==> src/rtl/reg_file_wb.sv <==
// reg_file_wb: 8-entry register file fed by the writeback-select mux.
//
// Ports:
//   clk          system clock, all state updates on the rising edge
//   rst_n        asynchronous active-low reset
//   we           write enable for the writeback port
//   waddr/wdata  write address / write data (writeback mux output)
//   raddr_a/b    read port addresses
//   rdata_a/b    combinational read data with same-cycle write bypass
//   scan_freeze  1 = hold the debug scan position
//   scan_addr    register index currently shown on the debug scan port
//   scan_data    committed contents of register scan_addr (no bypass)
//   scan_tick    registered one-cycle pulse when scan_addr advances
//
// Register 0 is never written, so it stays at its reset value of zero.
module reg_file_wb #(
    parameter int DATA_W   = 8,
    parameter int ADDR_W   = 3,
    parameter int SCAN_DIV = 50000000
) (
    input  logic              clk,
    input  logic              rst_n,
    input  logic              we,
    input  logic [ADDR_W-1:0] waddr,
    input  logic [DATA_W-1:0] wdata,
    input  logic [ADDR_W-1:0] raddr_a,
    input  logic [ADDR_W-1:0] raddr_b,
    output logic [DATA_W-1:0] rdata_a,
    output logic [DATA_W-1:0] rdata_b,
    input  logic              scan_freeze,
    output logic [ADDR_W-1:0] scan_addr,
    output logic [DATA_W-1:0] scan_data,
    output logic              scan_tick
);

    localparam int NREG  = 1 << ADDR_W;
    localparam int CNT_W = (SCAN_DIV > 1) ? $clog2(SCAN_DIV) : 1;
    localparam logic [CNT_W-1:0] CNT_LAST = CNT_W'(SCAN_DIV - 1);

    logic [DATA_W-1:0] regs_q [NREG];

    logic [CNT_W-1:0]  cnt_q, cnt_d;
    logic [ADDR_W-1:0] scan_addr_q, scan_addr_d;
    logic              scan_tick_q, scan_tick_d;

    // Register storage; address 0 is excluded from writes.
    always_ff @(posedge clk or negedge rst_n) begin
        if (!rst_n) begin
            for (int i = 0; i < NREG; i++) begin
                regs_q[i] <= '0;
            end
        end else if (we && (waddr != '0)) begin
            regs_q[waddr] <= wdata;
        end
    end

    // Read ports: zero register first, then bypass of the write in flight.
    assign rdata_a = (raddr_a == '0)              ? '0    :
                     (we && (waddr == raddr_a))   ? wdata :
                                                    regs_q[raddr_a];

    assign rdata_b = (raddr_b == '0)              ? '0    :
                     (we && (waddr == raddr_b))   ? wdata :
                                                    regs_q[raddr_b];

    // Scan divider. While frozen everything holds and the tick is forced low;
    // with SCAN_DIV=1 CNT_LAST is 0, so every unfrozen cycle advances.
    always_comb begin
        cnt_d       = cnt_q;
        scan_addr_d = scan_addr_q;
        scan_tick_d = 1'b0;
        if (!scan_freeze) begin
            if (cnt_q == CNT_LAST) begin
                cnt_d       = '0;
                scan_addr_d = scan_addr_q + 1'b1;
                scan_tick_d = 1'b1;
            end else begin
                cnt_d = cnt_q + 1'b1;
            end
        end
    end

    always_ff @(posedge clk or negedge rst_n) begin
        if (!rst_n) begin
            cnt_q       <= '0;
            scan_addr_q <= '0;
            scan_tick_q <= 1'b0;
        end else begin
            cnt_q       <= cnt_d;
            scan_addr_q <= scan_addr_d;
            scan_tick_q <= scan_tick_d;
        end
    end

    assign scan_addr = scan_addr_q;
    assign scan_tick = scan_tick_q;
    assign scan_data = regs_q[scan_addr_q];

endmodule

==> config.mk <==
export PLATFORM = sky130hd
export DESIGN_NAME = reg_file_wb
export DESIGN_NICKNAME = d
export VERILOG_FILES = /design/src/rtl/reg_file_wb.sv
export SDC_FILE = /design/constraint.sdc
export NUM_CORES = 1
export LEC_CHECK = 0
export CAP_MARGIN = 20
export CORE_MARGIN = 10
export CORE_UTILIZATION = 45
export CTS_BUF_LIST = sky130_fd_sc_hd__clkbuf_2
export DETAILED_ROUTE_END_ITERATION = 12
export GPL_ROUTABILITY_DRIVEN = 0
export GPL_TIMING_DRIVEN = 0
export PLACE_DENSITY = 0.76
export SKIP_LAST_GASP = 1
export SYNTH_ARGS = -nofsm -noshare
export SYNTH_HDL_FRONTEND = slang
export SYNTH_SLANG_ARGS = --single-unit
export TNS_END_PERCENT = 1
==> constraint.sdc <==
create_clock -name clk -period 4.1 [get_ports clk]
set_input_delay 0.82 -clock clk [delete_from_list [all_inputs] [get_ports clk]]
set_output_delay 0.82 -clock clk [all_outputs]
set_load 0.005 [all_outputs]
==> metrics.cfg, run 1 <==
[place]
port_buffers = 38
post-place-cells = 636
dp_hpwl_um = 9540

[global_route]
grt_pass1_vias = 4188
overflow = 0
grt_usage = 0.1632
antenna_found_initial = 0
grt_max_degree = 54
grt_pass1_wl_um = 22450

[logic_synthesis]
avgSynthCellArea_um2 = 13.02
synth_edf_count = 0
ys_top_cells_by_area = dfrtp_1 42%, mux4_2 19%, mux2_2 13%
yosysSeqAreaShare = 0.4221
synth-seq-cells = 94
ys_top_cells_by_count = 94 x dfrtp_1, 65 x mux2_2, 48 x mux4_2, 31 x nor2_1, 22 x nand2_1
yosysTopAreaCellShare = 0.4221
synth_top_cell_by_area = dfrtp_1
async_reset_ff_frac = 1.000
synth.distinct_cells = 45
ys.warnings.count = 0
syn_area_mm2 = 0.005573
synth_nets = 452
synth.most_common_cell = dfrtp_1
syn_inst = 428
synth_top_flop_cell = dfrtp_1

[timing]
slew_headroom = 0.2647
slew_violations = 0
hold_viol_final = 0
fin_crit_ps = 4031
rsz0062_at_grt = no
max_freq_ghz = 0.2481
setup_tns_ps = 0
final-setup-viol-count = 0
tightest_slew_ps = 1097
fin_crit_sh = 0.9831
finClkSkew_ps = 11.44

[setup_path]
worst_path_dominant_cell_family = buffers and inverters
cpPeakStageDelay_ps = 590
required_ps = 3280
path_class = in -> out
r2r-start = cnt_q[10]
cp_cell_sequence = buf_2 -> xnor2_1 -> nand4_1 -> clkbuf_1 -> a211oi_1 -> clkdlybuf4s50_1
worst_setup_path_end_kind = output pin
critPathMaxFanout = 10
critical_path_buf_inv_count = 3
crit_path_start = raddr_b[2]
arrival_ps = 3210
cp-start-kind = input pin
crit_slowest_cell = clkdlybuf4s50_1

[cells_and_area]
num_antenna_cells = 0
syn_to_final_growth_pct = 14.64
layout-drive-gt1-share = 0.3278
multiInputGateArea_mm2 = 0.003063
seq_area_mm2 = 0.002352
instances_no_fill = 653
n_fill_cell = 1029
utilization = 0.5297
final_nets = 504

[clock_tree]
clkSinkCount = 94
ctsResizeCount = 1
worstSkewPairLatency_ps = 600
clk_pin_slew_ps = 270
max-clock-path-buffers = 2
cts_setup_buffers = 0
tritoncts = done
cts-root-buf = clkbuf_2
cts_buffers = 9
h-tree-depth = 3
postCtsHoldBufs = 0

[power_and_ir_drop]
pwr-share-seq = 0.477
switching_share = 0.2935
ir_worst_vdd_uv = 317.9
leakagePower_nw = 2.627
p_sw_uw = 765.3
share_comb_of_total_power = 0.269
p_per_area_mw_per_mm2 = 408.1
clockPowerShare = 0.254
power.internal_mw = 1.842

[route]
drt_wl_total_um = 14020
avgViaCountPerCell = 6.011
drcViolationCount = 0
wl_per_cell_um = 21.47
postRouteAntennaNets = 0
drt_iter0_drc = 377
vias = 3925
drt_first_pass_iters = 4

[floorplanning]
num_rows = 40
core_mm2 = 0.01206
start_util = 0.4620
pin_count = 49
dieArea_mm2 = 0.01724
die_height_um = 131.3
die_w_um = 131.3

[outcome]
status = completed

[min_path]
hp-class = in -> async

[run]
max_cap_viol_count = 0

==> placed cells by master (no fill, tap or decap), types with 7 or more instances in the layout <==
| cell type | Yosys | layout |
|---|---|---|
| clkdlybuf4s50_1 | 0 | 37 |
| clkbuf_2 | 0 | 10 |
| xnor2_1 | 11 | 11 |
| nand3_1 | 16 | 16 |
| nand2_1 | 22 | 22 |
| a211oi_1 | 16 | 16 |
| xor2_1 | 11 | 11 |
| dfrtp_1 | 94 | 94 |
| nor2_1 | 31 | 31 |
| mux2_2 | 65 | 65 |
| buf_2 | 12 | 11 |
| mux2i_1 | 16 | 16 |
| clkbuf_1 | 16 | 15 |
| mux4_2 | 48 | 48 |
| nand4_1 | 7 | 7 |
==> path summary, 6_finish.rpt <==
check | end | slack, ps | cells past startpoint
max in group asynchronous | cnt_q[14] | 3220 | 2
min in group clk | cnt_q[18] | 510 | 1
hold reg to reg | cnt_q[18] | 510 | 1
hold / removal | regs_q[15] | 220 | 1
setup reg to reg | cnt_q[7] | 2040 | 6
setup / recovery | rdata_b[3] | 70 | 6
==> per-layer routing <==
metal | GRT usage | share of wire | vias up
li1 | - | - | 1732
met1 | 0.1960 | 0.41 | 1994
met2 | 0.2740 | 0.50 | 147
met3 | 0.02973 | 0.055 | 52
met4 | 0.08467 | 0.038 | 0
met5 | 0 | 0 | -
==> cells by family (layout without fill, tap and decap cells) <==
logic type / Yosys count / after routing / synth area share
AOI/OAI and AO/OA: 31 / 31 / 0.03840
xor gates and xnor gates: 22 / 22 / 0.03457
adders and majority gates: 3 / 3 / 0.006736
buffers and inverters: 35 / 92 / 0.02829
DFF: 94 / 94 / 0.4221
muxes: 129 / 129 / 0.3541
and+or+nand+nor: 114 / 114 / 0.1159
==> sequential cells by signal, indices dropped and copies added (netlist names) <==
register / cells
scan_addr: 3
scan_tick: 1
cnt_q: 26
regs_q: 64
==> power by group through the flow <==
stage	clock network [mW]	registers [mW]	logic, mW
finish	0.663	1.24	0.702
global route	0.704	1.27	0.757
CTS	0.667	1.24	0.708
detailed placement	0	1.26	0.705
global placement	0	1.24	0.680
floorplan	0	1.21	0.475
==> area by class of cell <==
type | instances | share of cell area
Inverter | 1 | 0.0005875
Clock inverter | 7 | 0.02252
Multi-Input combinational cell | 299 | 0.4794
Sequential cell | 94 | 0.3682
Timing Repair Buffer | 41 | 0.06463
Buffer | 34 | 0.02468
Tap cell | 168 | 0.03290
Clock buffer | 9 | 0.007051
==> metrics by stage <==
| step | setup WS (ps) | power [mW] | hold slack, ps | cell area [um^2] |
|---|---|---|---|---|
| finish | 69.22 | 2.607 | 217.8 | 6389 |
| global route | 61.74 | 2.732 | 222.7 | 6389 |
| CTS | 40.65 | 2.613 | 217.0 | 6379 |
| detailed placement | 147.0 | 1.962 | 476.2 | 6188 |
| global placement | -1249 | 1.916 | 469.7 | 6163 |
| floorplan | 1245 | 1.685 | 449.8 | 5573 |
No activity file was read; power rests on OpenSTA's default activity.
==> run 2, diff against run 1 <==
--- a/config.mk
+++ b/config.mk
@@ -5,14 +5,13 @@
 export SDC_FILE = /design/constraint.sdc
 export NUM_CORES = 1
 export LEC_CHECK = 0
-export CAP_MARGIN = 20
 export CORE_MARGIN = 10
 export CORE_UTILIZATION = 45
 export CTS_BUF_LIST = sky130_fd_sc_hd__clkbuf_2
 export DETAILED_ROUTE_END_ITERATION = 12
 export GPL_ROUTABILITY_DRIVEN = 0
 export GPL_TIMING_DRIVEN = 0
-export PLACE_DENSITY = 0.76
+export PLACE_DENSITY = 0.66
 export SKIP_LAST_GASP = 1
 export SYNTH_ARGS = -nofsm -noshare
 export SYNTH_HDL_FRONTEND = slang
==> run 2 against run 1 <==
  * Clock power is 39% lower
  * Hold slack got worse by 130 ps
  * Final cell count down 0.15%
  * Critical path type unchanged
  * Critical endpoint is now rdata_b[0]
  * Largest power group unchanged
==> metrics.cfg, run 2 (same netlist as run 1, synthesis figures left out) <==
[setup_path]
path_class = in -> out
worst_setup_path_end_kind = output pin
critPathMaxFanout = 10  ; unchanged
reg2reg_depth = 6  ; unchanged
arrival_ps = 3270  ; +60 ps
cp-start-kind = input pin
required_ps = 3280  ; about the same

[route]
drt_first_pass_iters = 4  ; unchanged
drcViolationCount = 0  ; unchanged
postRouteAntennaNets = 0  ; unchanged
drt_wl_total_um = 13700  ; -2.3%
wl_per_cell_um = 21.01  ; -2.1%
avgViaCountPerCell = 5.890  ; -2.0%
vias = 3840  ; -2.2%
drt_iter0_drc = 345  ; -8.5%

[power_and_ir_drop]
leakagePower_nw = 2.573  ; -2.0%
power_mw = 2.346  ; -10%
p_per_area_mw_per_mm2 = 373.0  ; -8.6%
ir_worst_vdd_uv = 200.9  ; -37%

[clock_tree]
h-tree-depth = 3  ; unchanged
tritoncts = done
cts-root-buf = clkbuf_2
max-clock-path-buffers = 2  ; unchanged
clk_pin_slew_ps = 260  ; about the same
cts_setup_buffers = 0  ; unchanged
clkSinkCount = 94  ; unchanged
cts_buffers = 9  ; unchanged
worstSkewPairLatency_ps = 590  ; about the same

[timing]
worst_slack_ps = 12.15  ; -57.07 ps
final-setup-viol-count = 0  ; unchanged
fin_crit_sh = 0.9970  ; +0.01392
slew_violations = 0  ; unchanged
fin_crit_ps = 4088  ; +57.07 ps
max_freq_ghz = 0.2446  ; -1.4%
tightest_slew_ps = 1273  ; +175.9 ps
setup_tns_ps = 0  ; unchanged
rsz0062_at_grt = no
hold_viol_final = 0  ; unchanged
finClkSkew_ps = 20.65  ; +9.215 ps
slew_headroom = 0.1449  ; -0.1198

[cells_and_area]
multiInputGateArea_mm2 = 0.003063  ; unchanged
final_cell_mix = 94 x dfrtp_1, 65 x mux2_2, 48 x mux4_2, 37 x clkdlybuf4s50_1, 31 x nor2_1
n_fill_cell = 1044  ; +1.5%
syn_to_final_growth_pct = 12.84
seq_area_mm2 = 0.002352  ; unchanged
largest_reg_flops = 64  ; unchanged
final_common_cell = dfrtp_1
final_nets = 502  ; -0.40%
regMostFlops = regs_q
layout-drive-gt1-share = 0.3230  ; -0.004854

[global_route]
grt_pass1_vias = 3839  ; -8.3%
antenna_found_initial = 1  ; +1
grt_max_degree = 69  ; +28%
overflow = 0  ; unchanged
grt_pass1_wl_um = 21410  ; -4.6%
grt_usage = 0.1579  ; -0.005323

[floorplanning]
core_mm2 = 0.01206  ; unchanged
pin_count = 49  ; unchanged
die_w_um = 131.3  ; unchanged
num_rows = 40  ; unchanged
dieArea_mm2 = 0.01724  ; unchanged
die_height_um = 131.3  ; unchanged
start_util = 0.4620  ; unchanged

[outcome]
status = completed

[place]
dp_slack_ps = 115.9  ; -31.14 ps
dp_hpwl_um = 9339  ; -2.1%
port_buffers = 38  ; unchanged

[run]
max_cap_viol_count = 0  ; unchanged

[min_path]
hp-class = in -> async

==> run 2: changes by cell type in the layout (fill, tap and decap cells not counted), sizes merged <==
cell and delta:
buf -1, bufinv -4, clkbuf -1, clkinv +3, clkinvlp +1, diode +1
==> run 2: repair_timing <==
item                                    in CTS  in global routing
gates resized for setup                      1                  1
hold endpoints to repair                     0                  0
hold buffers                                 0                  0
endpoints found under the setup margin       8                  8
==> run 2: final cells by class <==
cell class | instances | share of cell area
Sequential cell | 94 | 0.3741
Multi-Input combinational cell | 299 | 0.4871
Antenna cell | 1 | 0.0003979
Clock inverter | 7 | 0.007760
Clock buffer | 9 | 0.007163
Tap cell | 168 | 0.03343
Timing Repair Buffer | 39 | 0.06446
Inverter | 1 | 0.0005969
Buffer | 34 | 0.02507
==> run 2: critical path: stages <==
cell	delay, ps
buf_2	210
clkbuf_1	390
nor3_1	1120
a211oi_1	200
clkdlybuf4s50_1	530
==> run 2: stage by stage <==
stage,hold WS (ps),area [um^2],utilization,instances
after global placement,470.2,6163,0.5110,634
after floorplan,449.8,5573,-,428
after global routing,39.30,6289,0.5214,652
after detailed placement,474.4,6188,0.5131,635
final,89.88,6289,0.5214,652
after CTS,44.53,6284,0.5210,651
==> run 2: routing by layer <==
| layer | up-vias | global-route usage | part of all wire |
|---|---|---|---|
| met5 | - | 0 | 0 |
| met4 | 0 | 0.06304 | 0.019 |
| met3 | 23 | 0.03239 | 0.051 |
| met2 | 121 | 0.2567 | 0.49 |
| met1 | 1966 | 0.2019 | 0.44 |
| li1 | 1730 | - | - |
==> run 2: where the power goes <==
group	switching [mW]	total, mW	internal, mW
logic	0.265	0.702	0.437
registers	0.157	1.24	1.08
clock network	0.327	0.406	0.0790
==> run 2: final timing paths <==
path,startpoint,endpoint,slack (ps)
max in group asynchronous,rst_n,regs_q[50],3330
setup reg to reg,cnt_q[10],cnt_q[7],2070
hold / removal,rst_n,cnt_q[1],90
min in group clk,cnt_q[18],cnt_q[18],510
hold reg to reg,cnt_q[18],cnt_q[18],510
setup / recovery,raddr_b[1],rdata_b[0],10
==> run 3, diff against run 2 <==
--- a/config.mk
+++ b/config.mk
@@ -5,15 +5,17 @@
 export SDC_FILE = /design/constraint.sdc
 export NUM_CORES = 1
 export LEC_CHECK = 0
+export CAP_MARGIN = 0
 export CORE_MARGIN = 10
 export CORE_UTILIZATION = 45
 export CTS_BUF_LIST = sky130_fd_sc_hd__clkbuf_2
 export DETAILED_ROUTE_END_ITERATION = 12
 export GPL_ROUTABILITY_DRIVEN = 0
 export GPL_TIMING_DRIVEN = 0
+export MAX_ROUTING_LAYER = met4
 export PLACE_DENSITY = 0.66
 export SKIP_LAST_GASP = 1
 export SYNTH_ARGS = -nofsm -noshare
 export SYNTH_HDL_FRONTEND = slang
 export SYNTH_SLANG_ARGS = --single-unit
-export TNS_END_PERCENT = 1
+export TNS_END_PERCENT = 10
==> run 3 against run 2 <==
  * Flip-flop and latch count is the same
  * First-iteration DRC count rose by 7.5%
  * Global-route usage is 0.43 points higher
  * Fmax up 0.15%
  * Clock skew rose by 5.6 ps
  * Critical path depth is the same
  * Sequential share of layout area unchanged
  * Core utilization is the same
  * Critical path type unchanged
  * Largest cell class unchanged
==> metrics.cfg, run 3 (same netlist as run 1, synthesis figures left out) <==
[outcome]
status = completed

[cells_and_area]
final_nets = 502  ; unchanged
syn_to_final_growth_pct = 12.84  ; unchanged
final_common_cell = dfrtp_1
regMostFlops = regs_q
n_fill_cell = 1044  ; unchanged
utilization = 0.5214  ; unchanged
layout-drive-gt1-share = 0.3230  ; unchanged
final_cell_mix = 94 x dfrtp_1, 65 x mux2_2, 48 x mux4_2, 37 x clkdlybuf4s50_1, 31 x nor2_1
largest_reg_flops = 64  ; unchanged

[place]
dp_hpwl_um = 9339  ; unchanged
port_buffers = 38  ; unchanged
dp_slack_ps = 115.9  ; unchanged

[run]
max_cap_viol_count = 0  ; unchanged

[setup_path]
reg2reg_depth = 6  ; unchanged
path_class = in -> out
r2r-start = cnt_q[10]
required_ps = 3280  ; about the same
critPathMaxFanout = 10  ; unchanged
cp-start-kind = input pin
arrival_ps = 3260  ; about the same
rr_endpoint = cnt_q[7]
crit_path_start = raddr_a[1]
worst_setup_path_end_kind = output pin
endpoint = rdata_a[1]
rrSetupSlack_ps = 2070  ; about the same

[timing]
slew_violations = 0  ; unchanged
hold_viol_final = 0  ; unchanged
setup_tns_ps = 0  ; unchanged
fin_crit_ps = 4082  ; -6.291 ps
slew_headroom = 0.1594  ; +0.01449
finClkSkew_ps = 26.27  ; +5.616 ps
rsz0062_at_grt = no
tightest_slew_ps = 1251  ; -21.56 ps
max_freq_ghz = 0.2450  ; +0.15%
fin_crit_sh = 0.9955  ; -0.001534
final-setup-viol-count = 0  ; unchanged
worst_slack_ps = 18.45  ; +6.291 ps

[route]
wl_per_cell_um = 21.04  ; +0.13%
drcViolationCount = 0  ; unchanged
drt_first_pass_iters = 5  ; +1
avgViaCountPerCell = 5.856  ; -0.57%
drt_wl_total_um = 13720  ; +0.13%
drt_iter0_drc = 371  ; +7.5%
vias = 3818  ; -0.57%
postRouteAntennaNets = 0  ; unchanged

[clock_tree]
clkSinkCount = 94  ; unchanged
cts-root-buf = clkbuf_2
worstSkewPairLatency_ps = 590  ; about the same
tritoncts = done
h-tree-depth = 3  ; unchanged
max-clock-path-buffers = 2  ; unchanged
clk_pin_slew_ps = 260  ; about the same
cts_buffers = 9  ; unchanged

[power_and_ir_drop]
clockPowerShare = 0.173  ; about the same
ir_worst_vdd_uv = 200.6  ; -0.19%
leakagePower_nw = 2.573  ; unchanged
switching_share = 0.3197  ; +0.0003479
pwr-share-seq = 0.528  ; about the same
p_per_area_mw_per_mm2 = 373.2  ; about the same
share_comb_of_total_power = 0.299  ; about the same
power.internal_mw = 1.597  ; about the same
p_sw_uw = 750.4  ; +0.16%

[floorplanning]
pin_count = 49  ; unchanged
core_mm2 = 0.01206  ; unchanged
dieArea_mm2 = 0.01724  ; unchanged
num_rows = 40  ; unchanged
die_height_um = 131.3  ; unchanged
die_w_um = 131.3  ; unchanged
start_util = 0.4620  ; unchanged

[global_route]
grt_max_degree = 69  ; unchanged
grt_usage = 0.1622  ; +0.004264
overflow = 0  ; unchanged
antenna_found_initial = 1  ; unchanged
grt_pass1_vias = 3846  ; +0.18%
grt_pass1_wl_um = 21360  ; -0.22%

[min_path]
hp-class = in -> async

==> run 3: per-layer routing <==
metal | routed length (um) | track usage | share of wire | vias to the layer above
li1 | - | - | - | 1732
met1 | 6010 | 0.2028 | 0.44 | 1943
met2 | 6757 | 0.2562 | 0.49 | 118
met3 | 685 | 0.03049 | 0.050 | 25
met4 | 264 | 0.06304 | 0.019 | 0
met5 | 0 | - | 0 | -
==> run 3: metrics by stage <==
stage	hold WS, ps	area, um^2	power [mW]	cells
final	85.86	6289	2.347	652
after floorplan	449.8	5573	1.685	428
after global placement	470.2	6163	1.924	634
after global routing	41.41	6289	2.486	652
after detailed placement	474.4	6188	1.959	635
after CTS	44.53	6284	2.369	651
==> run 3: power by group through the flow <==
| stage | logic, mW | registers [mW] | clock network [mW] |
|---|---|---|---|
| floorplan | 0.475 | 1.21 | 0 |
| global placement | 0.686 | 1.24 | 0 |
| detailed placement | 0.706 | 1.25 | 0 |
| CTS | 0.707 | 1.23 | 0.428 |
| global route | 0.753 | 1.27 | 0.468 |
| finish | 0.702 | 1.24 | 0.406 |
==> run 3: critical path, cell delays in order <==
cell and delay [ps]:
buf_2 200, clkbuf_1 380, nor3_1 1100, a211oi_1 220, clkdlybuf4s50_1 540
==> run 3: cell type report <==
| class | instances | area (um^2) | share of cell area |
|---|---|---|---|
| Tap cell | 168 | 210.2 | 0.03343 |
| Sequential cell | 94 | 2352 | 0.3741 |
| Buffer | 34 | 157.7 | 0.02507 |
| Timing Repair Buffer | 39 | 405.4 | 0.06446 |
| Inverter | 1 | 3.754 | 0.0005969 |
| Clock buffer | 9 | 45.04 | 0.007163 |
| Antenna cell | 1 | 2.502 | 0.0003979 |
| Multi-Input combinational cell | 299 | 3063 | 0.4871 |
| Clock inverter | 7 | 48.80 | 0.007760 |
==> run 3: how the worst min path moves through the flow <==
stage	startpoint	to	slack [ps]	depth (start not counted)
final	rst_n	cnt_q[1]	90	1
after global routing	rst_n	cnt_q[1]	40	1
after CTS	rst_n	cnt_q[1]	40	1
after detailed placement	cnt_q[18]	cnt_q[18]	470	1
after global placement	cnt_q[18]	cnt_q[18]	470	1
after floorplan	cnt_q[18]	cnt_q[18]	450	1
==> run 3: repair_timing <==
action / CTS / global route
hold buffers: 0 / 0
setup endpoints to repair: 8 / 8
buffers inserted: 0 / 0
resized for setup: 1 / 1
